## config.mk

```make
export PLATFORM = sky130hd
export DESIGN_NAME = mux4_rr_arbiter_flat
export DESIGN_NICKNAME = d
export VERILOG_FILES = /design/src/rtl/mux4_arb_pkg.sv /design/src/rtl/mux4_rr_arbiter_if.sv /design/src/rtl/rr_pick4.sv /design/src/rtl/mux4_rr_arbiter.sv /design/src/flat_wrapper.sv
export SDC_FILE = /design/constraint.sdc
export NUM_CORES = 1
export LEC_CHECK = 0
export CAP_MARGIN = 5
export CELL_PAD_IN_SITES_DETAIL_PLACEMENT = 0
export CELL_PAD_IN_SITES_GLOBAL_PLACEMENT = 2
export CORE_MARGIN = 2
export CORE_UTILIZATION = 34
export DETAILED_ROUTE_END_ITERATION = 7
export PLACE_DENSITY_LB_ADDON = 0.1
export SLEW_MARGIN = 10
export SYNTH_ARGS = -nofsm -noshare
export SYNTH_HDL_FRONTEND = slang
export SYNTH_SLANG_ARGS = --single-unit
```

## constraint.sdc

```tcl
create_clock -name clk -period 3 [get_ports clk]
set_input_delay 0.6 -clock clk [delete_from_list [all_inputs] [get_ports clk]]
set_output_delay 0.6 -clock clk [all_outputs]
set_load 0.1 [all_outputs]
```

## src/rtl/mux4_arb_pkg.sv

```systemverilog
// Shared types, constants and index helpers for the 4-requester round-robin arbiter.
package mux4_arb_pkg;

    localparam int NUM_REQ = 4;
    localparam int IDX_W   = 2;

    typedef logic [NUM_REQ-1:0] vec_t;
    typedef logic [IDX_W-1:0]   idx_t;

    typedef enum logic {
        IDLE  = 1'b0,
        GRANT = 1'b1
    } state_e;

    // Binary index of a one-hot vector; all-zero maps to index 0.
    function automatic idx_t onehot_to_idx(input vec_t oh);
        idx_t idx;
        idx = '0;
        for (int i = 0; i < NUM_REQ; i++) begin
            if (oh[i]) begin
                idx = idx_t'(i);
            end
        end
        return idx;
    endfunction

    // One-hot vector with only bit idx set.
    function automatic vec_t idx_to_onehot(input idx_t idx);
        return vec_t'(1) << idx;
    endfunction

    // Index `off` positions after `base`, wrapping modulo NUM_REQ.
    function automatic idx_t idx_add(input idx_t base, input int off);
        return idx_t'(base + off[IDX_W-1:0]);
    endfunction

endpackage

```

## src/rtl/mux4_rr_arbiter_if.sv

```systemverilog
// Request/grant/select bundle between the requesters and the arbiter.
interface mux4_rr_arbiter_if;
    import mux4_arb_pkg::*;

    vec_t req;
    vec_t grant;
    logic select0;
    logic select1;
    logic busy;

    // Requester side: drives requests, observes grant and mux selects.
    modport master (
        output req,
        input  grant,
        input  select0,
        input  select1,
        input  busy
    );

    // Arbiter side.
    modport slave (
        input  req,
        output grant,
        output select0,
        output select1,
        output busy
    );

endinterface

```

## src/rtl/rr_pick4.sv

```systemverilog
// Combinational round-robin pick: scans upward from ptr+1 with wrap and returns
// the first active request, optionally ignoring one excluded index.
module rr_pick4
    import mux4_arb_pkg::*;
(
    input  vec_t req,
    input  idx_t ptr,
    input  logic excl_en,
    input  idx_t excl_idx,
    output logic found,
    output idx_t win_idx
);

    // First eligible requester after ptr in round-robin order.
    always_comb begin
        // NOTE: every output gets a default before the loop so no path leaves it unassigned (no latch).
        found   = 1'b0;
        win_idx = '0;
        for (int k = 1; k <= NUM_REQ; k++) begin
            if (!found && req[idx_add(ptr, k)] &&
                !(excl_en && (idx_add(ptr, k) == excl_idx))) begin
                found   = 1'b1;
                win_idx = idx_add(ptr, k);
            end
        end
    end

endmodule

```

## src/rtl/mux4_rr_arbiter.sv

```systemverilog
// Round-robin arbiter driving the selects of a shared 4:1 mux, with a
// per-tenure burst limit. All outputs come from flops; req only feeds next state.
module mux4_rr_arbiter
    import mux4_arb_pkg::*;
#(
    parameter int MAX_BURST = 4
) (
    input  logic               clk,
    input  logic               reset,
    mux4_rr_arbiter_if.slave   bus
);

    localparam int               CNT_W   = (MAX_BURST > 1) ? $clog2(MAX_BURST) : 1;
    localparam logic [CNT_W-1:0] CNT_MAX = CNT_W'(MAX_BURST - 1);

    state_e           state_q, state_d;
    idx_t             ptr_q,   ptr_d;
    logic [CNT_W-1:0] cnt_q,   cnt_d;
    vec_t             grant_q, grant_d;
    idx_t             sel_q,   sel_d;

    idx_t holder;
    logic holder_req;
    logic expiry;
    logic pick_found;
    idx_t pick_idx;

    // The holder is whoever owns the registered grant; ptr_q tracks the same index.
    assign holder     = onehot_to_idx(grant_q);
    assign holder_req = bus.req[holder];
    assign expiry     = (state_q == GRANT) && holder_req && (cnt_q == CNT_MAX);

    // One picker serves idle arbitration, release and burst expiry; only
    // expiry excludes the current holder.
    rr_pick4 u_pick (
        .req      (bus.req),
        .ptr      (ptr_q),
        .excl_en  (expiry),
        .excl_idx (holder),
        .found    (pick_found),
        .win_idx  (pick_idx)
    );

    // Next-state and next-output logic for the IDLE/GRANT controller.
    always_comb begin
        state_d = state_q;
        ptr_d   = ptr_q;
        cnt_d   = cnt_q;
        grant_d = grant_q;
        sel_d   = sel_q;

        case (state_q)
            IDLE: begin
                if (pick_found) begin
                    state_d = GRANT;
                    ptr_d   = pick_idx;
                    cnt_d   = '0;
                    grant_d = idx_to_onehot(pick_idx);
                    sel_d   = pick_idx;
                end else begin
                    grant_d = '0;
                end
            end

            GRANT: begin
                if (!holder_req || expiry) begin
                    if (pick_found) begin
                        // Direct hand-off, no idle gap.
                        ptr_d   = pick_idx;
                        cnt_d   = '0;
                        grant_d = idx_to_onehot(pick_idx);
                        sel_d   = pick_idx;
                    end else if (!holder_req) begin
                        // Nobody left: drop grant, keep selects so the mux output is stable.
                        state_d = IDLE;
                        cnt_d   = '0;
                        grant_d = '0;
                    end else begin
                        // Burst expired with no competitor: holder starts a fresh burst.
                        cnt_d = '0;
                    end
                end else begin
                    cnt_d = cnt_q + 1'b1;
                end
            end

            default: begin
                state_d = IDLE;
                grant_d = '0;
            end
        endcase
    end

    // State, pointer, burst counter and output registers.
    always_ff @(posedge clk or posedge reset) begin
        if (reset) begin
            state_q <= IDLE;
            ptr_q   <= idx_t'(NUM_REQ - 1);
            cnt_q   <= '0;
            grant_q <= '0;
            sel_q   <= '0;
        end else begin
            // NOTE: sequential state uses non-blocking assignments so every flop samples pre-edge values.
            state_q <= state_d;
            ptr_q   <= ptr_d;
            cnt_q   <= cnt_d;
            grant_q <= grant_d;
            sel_q   <= sel_d;
        end
    end

    assign bus.grant   = grant_q;
    assign bus.select0 = sel_q[0];
    assign bus.select1 = sel_q[1];
    assign bus.busy    = |grant_q;

endmodule
```

## src/flat_wrapper.sv

```systemverilog
// flat-port wrapper written by rule: the top's interface ports become plain ports
module mux4_rr_arbiter_flat import mux4_arb_pkg::*;
#(
    parameter int MAX_BURST = 4
)
  (clk, reset, bus_req, bus_grant, bus_select0, bus_select1, bus_busy);
  mux4_rr_arbiter_if bus_i ();
  input  logic clk;
  input  logic reset;
  input wire logic [$bits(bus_i.req)-1:0] bus_req;
  output wire logic [$bits(bus_i.grant)-1:0] bus_grant;
  output wire logic [$bits(bus_i.select0)-1:0] bus_select0;
  output wire logic [$bits(bus_i.select1)-1:0] bus_select1;
  output wire logic [$bits(bus_i.busy)-1:0] bus_busy;
  assign bus_i.req = bus_req;
  assign bus_grant = bus_i.grant;
  assign bus_select0 = bus_i.select0;
  assign bus_select1 = bus_i.select1;
  assign bus_busy = bus_i.busy;
  mux4_rr_arbiter #(.MAX_BURST(MAX_BURST)) u_core (.clk(clk), .reset(reset), .bus(bus_i));
endmodule
```

==> metrics <==
Slew @ Worst Pin=0.598 ns; Num CTS Buffers=3; First-pass DRT Iterations=4; GRT overflow=0; Routability Congestion=~0.85; Tot GR Track Use=16.5%; root buf cell=clkbuf_4; clk_lat worst skew=0.26 ns; crit path kind=primary input to flop; Worst EP arrival=2.85 ns; sequential fraction of the synthesis area=28.3%; Initial Utilization=a little over a third; Net Sw Frac=between 50% and 60%; Critical R2R Capture=u_core.sel_q[1]$_DFFE_PP0P_; count of cell types in the netlist=a little over 50; IO Pins=13; placed wire-length estimate=2.06 mm; Core Region=0.00276 mm²; Tcrit/Tclk final=90.2%; worst min path class=flop to flop; Switch Pwr=823 µW; first-pass GRT wire length=about 4.4 mm; share of cells above drive strength 1=28.8%; # DRC=0; die span in y=approximately 58 µm; Post-CTS Repair Setup Buffers=0; Seq pwr share=between 20% and 30%; Post-CTS Resized=0; Die Wd=roughly 58 µm; Pwr per Cell Area=1240 mW/mm²; Internal Power=616 µW; post-route ant nets=0; metal3 WL=between 50 and 60 µm; leakage=~0.44 nW; top routing layer in use=met4; fin. max-slew vios=0; dominant synthesized flop cell=dfrtp_1; FF-to-FF path depth=7; DRT met1 WL=1.20 mm; Fill cells=287; setup TNS=0 ns; Vias=874; CTS tree=built; Ys Warns=0; Synth-to-Final Area Change=17.8%; Post-synth ARST share=between 90% and 100%; Reg area=between 200 and 300 µm²; max frequency=between 0.3 and 0.4 GHz; synthesized instance count=just over 100; nets=~130; Slew headroom=60.0%; Hold Vio Cnt, Final=0; Comb power frac=71.1%; vias in the first global route=929; Req. time, crit path=3.15 ns; largest net degree at the start of global routing=18; Worst path slowest cell=clkdlybuf4s50_1; CP Max Fanout=4; DIE AREA=0.00333 mm²; worst reg2reg setup slack=0.42 ns; Cell Area, Synth=a little under 0.001 mm²; Max stage delay on crit path=0.53 ns; post-layout util=42.0%; Worst Setup End Kind=flop; Met2 Wirelength=1.23 mm; synthesized area per cell=9.72 µm²; area of the multi-input gates=648 µm²; number of enable flip-flop cells after synthesis=0; Reg-to-Reg Start=u_core.ptr_q[0]$_DFFE_PP1P_; initial antenna violation count=0; RSZ-0062 raised after global routing=false; Bufs on Longest Clock Path=2; DR WL/cell=between 15 and 20 µm; vias per cell=around 6; # diodes=0; VDD IR-drop max=0.775 mV; final wirelength=around 2.5 mm; Syn Nets=108; Clk network pwr share=6.8%; Critical Path, Cell by Cell=clkdlybuf4s50_1, and4bb_4, o2111ai_4, o21ai_4, a31oi_2, o31a_1, o221a_1, mux2_2; htree depth=1; crit path launch type=primary input; #FFs+latches synth=11; TritonCTS sink count=11; Std-Cell Rows=19; MaxCap Viol Count=0; status=complete, no violations; CP startpoint=bus_req[1]; fin crit period=2.71 ns; Worst-path clk slew=0.07 ns; Worst Setup EP=u_core.sel_q[1]$_DFFE_PP0P_; Fin Clk Skew=roughly 0.0023 ns; hold-fix buffers at CTS=0; IO buf count=12; DRT iter0 DRCs=11; Final Setup Violations=0
how the worst min path moves through the flow:
stage | from | endpoint | slack, ns | cells after the start
global placement | u_core.cnt_q[1]$_DFFE_PP0P_ | u_core.cnt_q[1]$_DFFE_PP0P_ | 0.49 | 1
floorplan | reset | u_core.bus.grant[0]$_DFFE_PP0P_ | 0.45 | 1
detailed placement | u_core.cnt_q[1]$_DFFE_PP0P_ | u_core.cnt_q[1]$_DFFE_PP0P_ | 0.50 | 1
global route | u_core.sel_q[1]$_DFFE_PP0P_ | u_core.sel_q[1]$_DFFE_PP0P_ | 0.54 | 1
CTS | u_core.cnt_q[1]$_DFFE_PP0P_ | u_core.cnt_q[1]$_DFFE_PP0P_ | 0.52 | 1
finish | u_core.cnt_q[1]$_DFFE_PP0P_ | u_core.cnt_q[1]$_DFFE_PP0P_ | 0.52 | 1
cells in the final DEF (no fill, tap or decap), types with 3 or more instances in the layout:
master / count
buf_4: 11
inv_1: 9
dfrtp_1: 9
nand2_1: 7
clkdlybuf4s50_1: 5
mux2i_1: 4
nor3_1: 4
o21ai_0: 4
o32ai_1: 4
nand2b_1: 3
mux2_2: 3
nor2_1: 3
a31oi_1: 3
clkbuf_4: 3
through the flow:
| step | instance area [µm²] | instances | worst slack [ns] | hold slack, ns | power, mW |
|---|---|---|---|---|---|
| floorplan | 982 | 101 | 0.248 | 0.451 | 1.13 |
| global placement | 1130 | 145 | 0.0350 | 0.488 | 1.34 |
| detailed placement | 1130 | 145 | 0.0202 | 0.497 | 1.35 |
| CTS | 1160 | 149 | 0.291 | 0.516 | 1.45 |
| global route | 1160 | 149 | 0.161 | 0.541 | 1.54 |
| finish | 1160 | 149 | 0.293 | 0.515 | 1.44 |
cells by family (layout without fill, tap and decap cells):
kind of cell	count (synthesis)	after routing	synth area share, %
AOI/OAI and AO/OA	37	37	35.7
and+or+nand+nor	32	32	20.6
buffers and inverters	12	29	5.73
DFF	11	11	28.3
muxes	7	7	7.52
adders and majority gates	1	1	1.27
xor gates and xnor gates	1	1	0.892
synth_stat cells (2+ instances only):
library cell | instances | area (µm²)
nor3_1 | 4 | 20.0
a31oi_1 | 3 | 18.8
a21oi_1 | 2 | 10.0
dfrtp_1 | 9 | 225
o32ai_1 | 4 | 35.0
nor2_1 | 3 | 11.3
o22a_1 | 2 | 17.5
nor2b_1 | 2 | 12.5
o21ai_0 | 4 | 20.0
mux2i_1 | 4 | 40.0
dfstp_2 | 2 | 52.6
and2_1 | 2 | 12.5
mux2_2 | 3 | 33.8
inv_1 | 9 | 33.8
nand2_1 | 7 | 26.3
nand3_1 | 2 | 10.0
o211ai_1 | 2 | 15.0
nand2b_1 | 3 | 18.8
nor2_2 | 2 | 12.5
worst max-delay path, delay by kind of cell:
kind	cells	cell delay, ns
AO/OA/AOI/OAI	5	1.15
buffers and inverters	1	0.53
multiplexers	1	0.28
AND/OR/NAND/NOR	1	0.30
area by class of cell:
class                           instances  area share [%]
Timing Repair Buffer                   16            11.5
Sequential cell                        11            24.0
Inverter                                9            2.92
Clock buffer                            4            2.27
Tap cell                               31            3.35
Multi-Input combinational cell         78            56.0
state kept, by name (all words and copies together) (netlist names):
signal            cells
u_core.state_q        1
u_core.sel_q          2
u_core.cnt_q          2
u_core.ptr_q          2
u_core.bus.grant      4
layer usage:
layer  global-route usage (%)  vias to the layer above
met2                     29.4                       13
li1                         -                      431
met3                     1.12                        4
met4                     6.98                        0
met1                     20.6                      426
met5                        0                        -
power groups by stage:
| stage | clock (mW) | sequential [mW] | combinational, mW |
|---|---|---|---|
| finish | 0.0983 | 0.317 | 1.02 |
| global route | 0.110 | 0.329 | 1.10 |
| CTS | 0.102 | 0.319 | 1.03 |
| detailed placement | 0 | 0.323 | 1.03 |
| global placement | 0 | 0.321 | 1.02 |
| floorplan | 0 | 0.475 | 0.653 |
No activity file was read; power rests on OpenSTA's default activity.
